==> src/rtl/vending_fsm_if.sv <==
`default_nettype none
// ============================================================================
//  Module      : vending_fsm_if
//  Description : Coin-in / dispense-out signal bundle for vending_fsm.
//                The master side is the coin-acceptor front end plus the
//                actuators. The slave side is the vending controller.
//                Optional macro VEND_SALES_CNT_EN adds the sales_count
//                output.
//  Revision    : 1.0  initial release
// ============================================================================
interface vending_fsm_if;
    logic [1:0] coin;
    logic       product;
    logic       change;
`ifdef VEND_SALES_CNT_EN
    logic [7:0] sales_count;
`endif

    // Front end: drives coins and watches the actuator pulses.
    modport master (
        output coin,
`ifdef VEND_SALES_CNT_EN
        input  sales_count,
`endif
        input  product,
        input  change
    );

    // Controller: consumes coins and produces the actuator pulses.
    modport slave (
        input  coin,
`ifdef VEND_SALES_CNT_EN
        output sales_count,
`endif
        output product,
        output change
    );
endinterface
`default_nettype wire

==> src/rtl/vending_fsm.sv <==
`default_nettype none
// ============================================================================
//  Module      : vending_fsm
//  Description : Single-product vending controller, price 3 rupees.
//                Accepts 1- and 2-rupee coins, one encoded coin per clock.
//                Emits a one-cycle product pulse when credit reaches the
//                price, plus a one-cycle 1-rupee change pulse on overpay.
//                Optional macro VEND_SALES_CNT_EN adds an 8-bit wrapping
//                sales counter on the interface.
//  Revision    : 1.0  initial release
// ============================================================================
module vending_fsm (
    input  wire logic      clk,
    input  wire logic      rst,
    vending_fsm_if.slave   bus
);

    // The state value is the accumulated credit in rupees.
    typedef enum logic [1:0] {
        S0       = 2'b00,
        S1       = 2'b01,
        S2       = 2'b10,
        S_UNUSED = 2'b11
    } state_t;

    localparam logic [1:0] c_COIN_ONE = 2'b01;
    localparam logic [1:0] c_COIN_TWO = 2'b10;

    state_t pr_state;
    state_t w_nx_state;
    logic   w_product;
    logic   w_change;
    logic   r_product;
    logic   r_change;

    // Next credit and the pulses that are registered on the same edge.
    // The invalid coin code 2'b11 falls into the defaults and keeps credit.
    always_comb begin
        w_nx_state = pr_state;
        w_product  = 1'b0;
        w_change   = 1'b0;
        case (pr_state)
            S0: begin
                if (bus.coin == c_COIN_ONE)      w_nx_state = S1;
                else if (bus.coin == c_COIN_TWO) w_nx_state = S2;
            end
            S1: begin
                if (bus.coin == c_COIN_ONE) begin
                    w_nx_state = S2;
                end else if (bus.coin == c_COIN_TWO) begin
                    w_nx_state = S0;
                    w_product  = 1'b1;
                end
            end
            S2: begin
                if (bus.coin == c_COIN_ONE) begin
                    w_nx_state = S0;
                    w_product  = 1'b1;
                end else if (bus.coin == c_COIN_TWO) begin
                    w_nx_state = S0;
                    w_product  = 1'b1;
                    w_change   = 1'b1;
                end
            end
            // The unused encoding drops straight back to zero credit.
            default: w_nx_state = S0;
        endcase
    end

    // State and output registers; reset wins over a completing coin.
    always_ff @(posedge clk) begin
        if (rst) begin
            pr_state  <= S0;
            r_product <= 1'b0;
            r_change  <= 1'b0;
        end else begin
            pr_state  <= w_nx_state;
            r_product <= w_product;
            r_change  <= w_change;
        end
    end

    assign bus.product = r_product;
    assign bus.change  = r_change;

`ifdef VEND_SALES_CNT_EN
    logic [7:0] r_sales_count;

    // Count every vend; the 8-bit counter wraps naturally from 255 to 0.
    always_ff @(posedge clk) begin
        if (rst) begin
            r_sales_count <= 8'd0;
        end else if (w_product) begin
            r_sales_count <= r_sales_count + 8'd1;
        end
    end

    assign bus.sales_count = r_sales_count;
`endif

endmodule
`default_nettype wire

==> src/flat_wrapper.sv <==
// flat-port wrapper written by rule: the top's interface ports become plain ports
module vending_fsm_flat 
  (clk, rst, bus_coin, bus_product, bus_change);
  vending_fsm_if bus_i ();
  input  wire logic clk;
  input  wire logic rst;
  input wire logic [$bits(bus_i.coin)-1:0] bus_coin;
  output wire logic [$bits(bus_i.product)-1:0] bus_product;
  output wire logic [$bits(bus_i.change)-1:0] bus_change;
  assign bus_i.coin = bus_coin;
  assign bus_product = bus_i.product;
  assign bus_change = bus_i.change;
  vending_fsm u_core (.clk(clk), .rst(rst), .bus(bus_i));
endmodule
==> config.mk <==
export PLATFORM = sky130hd
export DESIGN_NAME = vending_fsm_flat
export DESIGN_NICKNAME = d
export VERILOG_FILES = /design/src/rtl/vending_fsm_if.sv /design/src/rtl/vending_fsm.sv /design/src/flat_wrapper.sv
export SDC_FILE = /design/constraint.sdc
export NUM_CORES = 1
export LEC_CHECK = 0
export BUFFER_PORTS_ARGS = -buffer_cell sky130_fd_sc_hd__buf_2
export CAP_MARGIN = 5
export CORE_AREA = 4 4 41 43
export CTS_CLUSTER_SIZE = 25
export DETAILED_ROUTE_END_ITERATION = 16
export DIE_AREA = 0 0 45 47
export PLACE_DENSITY = 0.51
export SLEW_MARGIN = 40
export SYNTH_ARGS = -nofsm -noshare
export SYNTH_HDL_FRONTEND = slang
export SYNTH_SLANG_ARGS = --single-unit
==> constraint.sdc <==
create_clock -name clk -period 1.2 [get_ports clk]
set_input_delay 0.24 -clock clk [delete_from_list [all_inputs] [get_ports clk]]
set_output_delay 0.24 -clock clk [all_outputs]
set_load 0.1 [all_outputs]
# Word level (Yosys, flattened, before mapping)
# Cells that the tools add are included.
[op_classes] add_sub_neg=0 mul=0 div_mod_pow=0 magnitude_cmp=0 n_eq_ne=5 shift=0 mux=10 n_bitwise=1 n_reduce_logical=2
[ops] cell="$mux 2" count=5
[ops] cell="$pmux 2 s3" count=1
[ops] cell="$eq 2x1->1 const B" count=2
[ops] cell="$eq 2x2->1 const B" count=2
[ops] cell="$mux 1" count=3
[ops] cell="$ne 3x1->1 const B" count=1
[ops] cell="$logic_not 2->1" count=1
[ops] cell="$pmux 1 s2" count=1
[ops] cell="$reduce_or 2->1" count=1
[ops] cell="$not 1->1" count=1
[word_totals] reg_bits=4 latch_bits=0 ramBits=0 romBits=0 input_bits=4 output_inout_bits=2 word_cells=21 mem_count=0

# Depth between registers and ports, before layout
[logic_depth] word_depth=4 ltp_mapped=5 depth_no_buf=5

# Worst setup path before layout
# Ideal clock, no wire load.
[synth_timing] path_kind="register to register" startpoint="register u_core.pr_state[1]" endpoint="register u_core.pr_state[1]" setup_time_ps=117 arrival_time_ps=1128 t_required_ps=1083 slack_ps=-45 path_stages_with_launch=6 n_path_buf=0 synth_period_minus_slack_ps=1245 path_cell_list="dfxtp_1 > inv_1 > ha_1 > o21bai_1 > a221oi_2 > a32o_1"
[synth_via] elab_chain_cells=3 elab_cells_between_ends=8 classes_between="eq/ne: 3; mux: 4; reduce/logical: 1"
[synth_rtl] item="from (decl)" line_no="vending_fsm.sv:29" rtl="state_t pr_state;"
[synth_rtl] item="from (signal assigned)" line_no="vending_fsm.sv:77" rtl="pr_state <= w_nx_state;"
[synth_rtl] item="$mux 2"
[synth_rtl] item="$mux 2 (on tied branches)"
[synth_rtl] item="$pmux 2 s3" line_no="vending_fsm.sv:42" rtl="case (pr_state)"
# Several ways; a longest one is shown, not always the timed one.
# A chain may end at the register's enable or synchronous reset.

# Worst setup path in the final report
# Ends and elaborated chain as after synthesis.

==> impl_metrics.yaml <==
status:
  status: "complete, no violations"
detailed_routing:
  vias_per_cell: 4.52
  postRouteAntennaNets: 0
  drc: 0
  num_vias: 285
  wl_per_cell_um: 9.38
  firstDrtPassIters: 3
  totalWireLength_um: 591
  drt_iter0_markers: 2
grt:
  grt_pass1_wl_mm: 1.07
  antenna_found_initial: 0
  overflow: 0
  grt_max_degree: 6
  first_global_vias: 278
  grt_usage: 0.0696
logic_synthesis:
  yosys_warnings: 0
  synth_cells: 35
  synth_fa_ha_area_frac: 0.309
  synth_nets: 47
  synthMuxAreaShare: 0
  synth.top_cells.by_area: "ha_1 31%, dfxtp_1 25%, inv_1 8.1%, a221oi_2 4.6%, nor3b_1 4.6%"
  yosysTopAreaCell: "ha_1"
  synth_cell_types: 15
  synth-compound-area-share: 0.193
  yosysSeqAreaShare: 0.247
  synth_top_family_by_area: "adder cells"
  synth_xor_area_frac: 0
  netlist_area_sq_um: 324
  yosysTopAreaCellShare: 0.309
  synth.avg_cell_area_sq_um: 9.26
  synth-simple-area-share: 0.170
  synth_seq_cells: 4
pwr:
  switchingPower_uw: 191
  internal_power_uw: 399
  seqPwrFrac: 0.282
  peakVddDrop_uv: 413
  p_leak_uw: 0.000221
  pwr-share-clk: 0.283
  power_uw: 590
  swShare: 0.324
  power.density_mw_per_mm2: 1260
  pwr-share-comb: 0.435
sta:
  worst_pin_slew_ns: 0.237
  rsz0062_at_grt: "yes"
  hold_viol: 0
  setup_viol: 0
  max_freq_mhz: 888
  slew_viol_final: 0
  maxSlewHeadroom: 0.842
  clock_skew_ns: 0.000875
  period_minus_slack_ns: 1.13
  timing.final.ws_setup_ns: 0.0736
  fin_crit_sh: 0.939
die:
  start_util: 0.249
  core_sq_mm: 0.00130
  top_level_ports: 6
  die_height_um: 47
  die_area_sq_mm: 0.00212
  die_w_um: 45
  rows: 13
finish:
  syn_to_final_growth_pct: 44.8
  drive_gt1_frac: 0.458
  final_cells: 63
  finalNetCount: 62
  fillers: 135
  insertedDiodeCount: 0
worst_setup_path:
  cp_num_buf_inv: 1
  cp.arrival_ns: 1.25
  cp_slowest_cell: "dfxtp_2"
  cp_max_fo: 3
  path_class: "reg2reg"
  crit_path_max_incr_delay_ns: 0.34
  cp-start-kind: "flop"
  end_kind: "flop"
  critPathTopFamily: "compound AO/OA/AOI/OAI gates"
  cp.required_ns: 1.32
  crit_chain: "inv_2 > ha_2 > o21bai_1 > a221oi_2 > a32o_2"
cts:
  cts_made_buffers: 3
  ctsHoldBuffers: 0
  clk_path_buf_depth: 2
  path_clk_slew_ns: 0.04
  cts_max_level: 1
  cts.sinks: 4
  cts_root_buf: "clkbuf_4"
  cts_tree: "done"
  clk_latency_ns: 0.23
run:
  maxCapViolCount: 0
placement:
  io_buffers: 5
  globalplace.congestion: 0.714
  dpl.hpwl_um: 500
  dp.cells: 60
  dp_slack_ns: -0.0582
min_path:
  hold_class: "in2reg"
-- through the flow --
stage / hold slack [ns] / utilization / setup TNS (ns) / area [sq um]
floorplan: 0.309 / - / 0 / 325
global placement: 0.470 / 0.336 / -0.0698 / 437
detailed placement: 0.474 / 0.336 / -0.105 / 437
CTS: 0.227 / 0.353 / 0 / 459
global route: 0.242 / 0.361 / -0.00327 / 469
finish: 0.219 / 0.361 / 0 / 469
-- synthesized netlist by cell type, drive strengths merged --
cell	n
a21oi	2
a221oi	1
a22oi	1
a32o	1
and3b	1
dfxtp	4
ha	8
inv	7
nand2b	1
nor2	3
nor2b	1
nor3b	2
o211ai	1
o21ai	1
o21bai	1
-- kinds of logic (layout without fill, tap and decap cells) --
| logic type | count (synthesis) | count (layout) |
|---|---|---|
| buffers and inverters | 7 | 20 |
| DFF | 4 | 4 |
| adders and majority gates | 8 | 8 |
| AOI/OAI and AO/OA | 8 | 8 |
| and+or+nand+nor | 8 | 8 |
-- cells in the final DEF (no fill, tap or decap) --
master / instances
inv_1: 6
ha_1: 5
buf_4: 5
nor2_1: 3
ha_2: 3
clkbuf_4: 3
buf_2: 3
nor3b_1: 2
a21oi_1: 2
buf_12: 2
dfxtp_1: 2
dfxtp_2: 2
inv_2: 1
and3b_1: 1
a22oi_1: 1
nand2b_4: 1
o21bai_1: 1
a221oi_2: 1
a32o_2: 1
o211ai_1: 1
nor2b_1: 1
o21ai_0: 1
-- power by group through the flow --
stage | combinational, uW | sequential, uW | clock [uW]
after CTS | 251 | 164 | 171
final | 257 | 166 | 167
after global placement | 253 | 166 | 0
after global routing | 290 | 170 | 177
after floorplan | 129 | 190 | 0
after detailed placement | 250 | 166 | 0
-- worst reg2reg max path, cell delays in order, from the launching register on --
cell      delay, ns
dfxtp_2        0.34
inv_2          0.05
ha_2           0.18
o21bai_1       0.15
a221oi_2       0.07
a32o_2         0.22
-- per-layer routing --
layer	vias up	share of wire	global-route usage
met5	-	0	0
met2	6	0.51	0.127
li1	145	-	-
met3	2	0.049	0.0230
met4	0	0.012	0.0351
met1	132	0.42	0.0706
-- registers in the layout, indices dropped and copies added, names as in the netlist --
signal / count
u_core.bus.product: 1
u_core.bus.change: 1
u_core.pr_state: 2
-- repair_timing --
item / in CTS / in global routing
gates resized for setup: 0 / 6
buffers inserted: 0 / 0
endpoints found under the setup margin: 0 / 2
-- final timing paths --
path,from,endpoint,slack [ns],cells after the start
setup reg to reg,u_core.pr_state[1]$_SDFFE_PP0P_,u_core.pr_state[1]$_SDFFE_PP0P_,0.07,5
hold / removal,rst,u_core.pr_state[0]$_SDFFE_PP0P_,0.22,2
hold reg to reg,u_core.pr_state[1]$_SDFFE_PP0P_,u_core.pr_state[1]$_SDFFE_PP0P_,0.70,3
setup / recovery,u_core.pr_state[1]$_SDFFE_PP0P_,u_core.pr_state[1]$_SDFFE_PP0P_,0.07,5
-- final cells by class --
| cell class | count | area (sq um) | area share |
|---|---|---|---|
| Multi-Input combinational cell | 24 | 226 | 0.483 |
| Timing Repair Buffer | 10 | 92.6 | 0.197 |
| Sequential cell | 4 | 82.6 | 0.176 |
| Inverter | 7 | 26.3 | 0.0560 |
| Clock buffer | 3 | 22.5 | 0.0480 |
| Tap cell | 15 | 18.8 | 0.0400 |
Power figures use the tool's default switching activity.
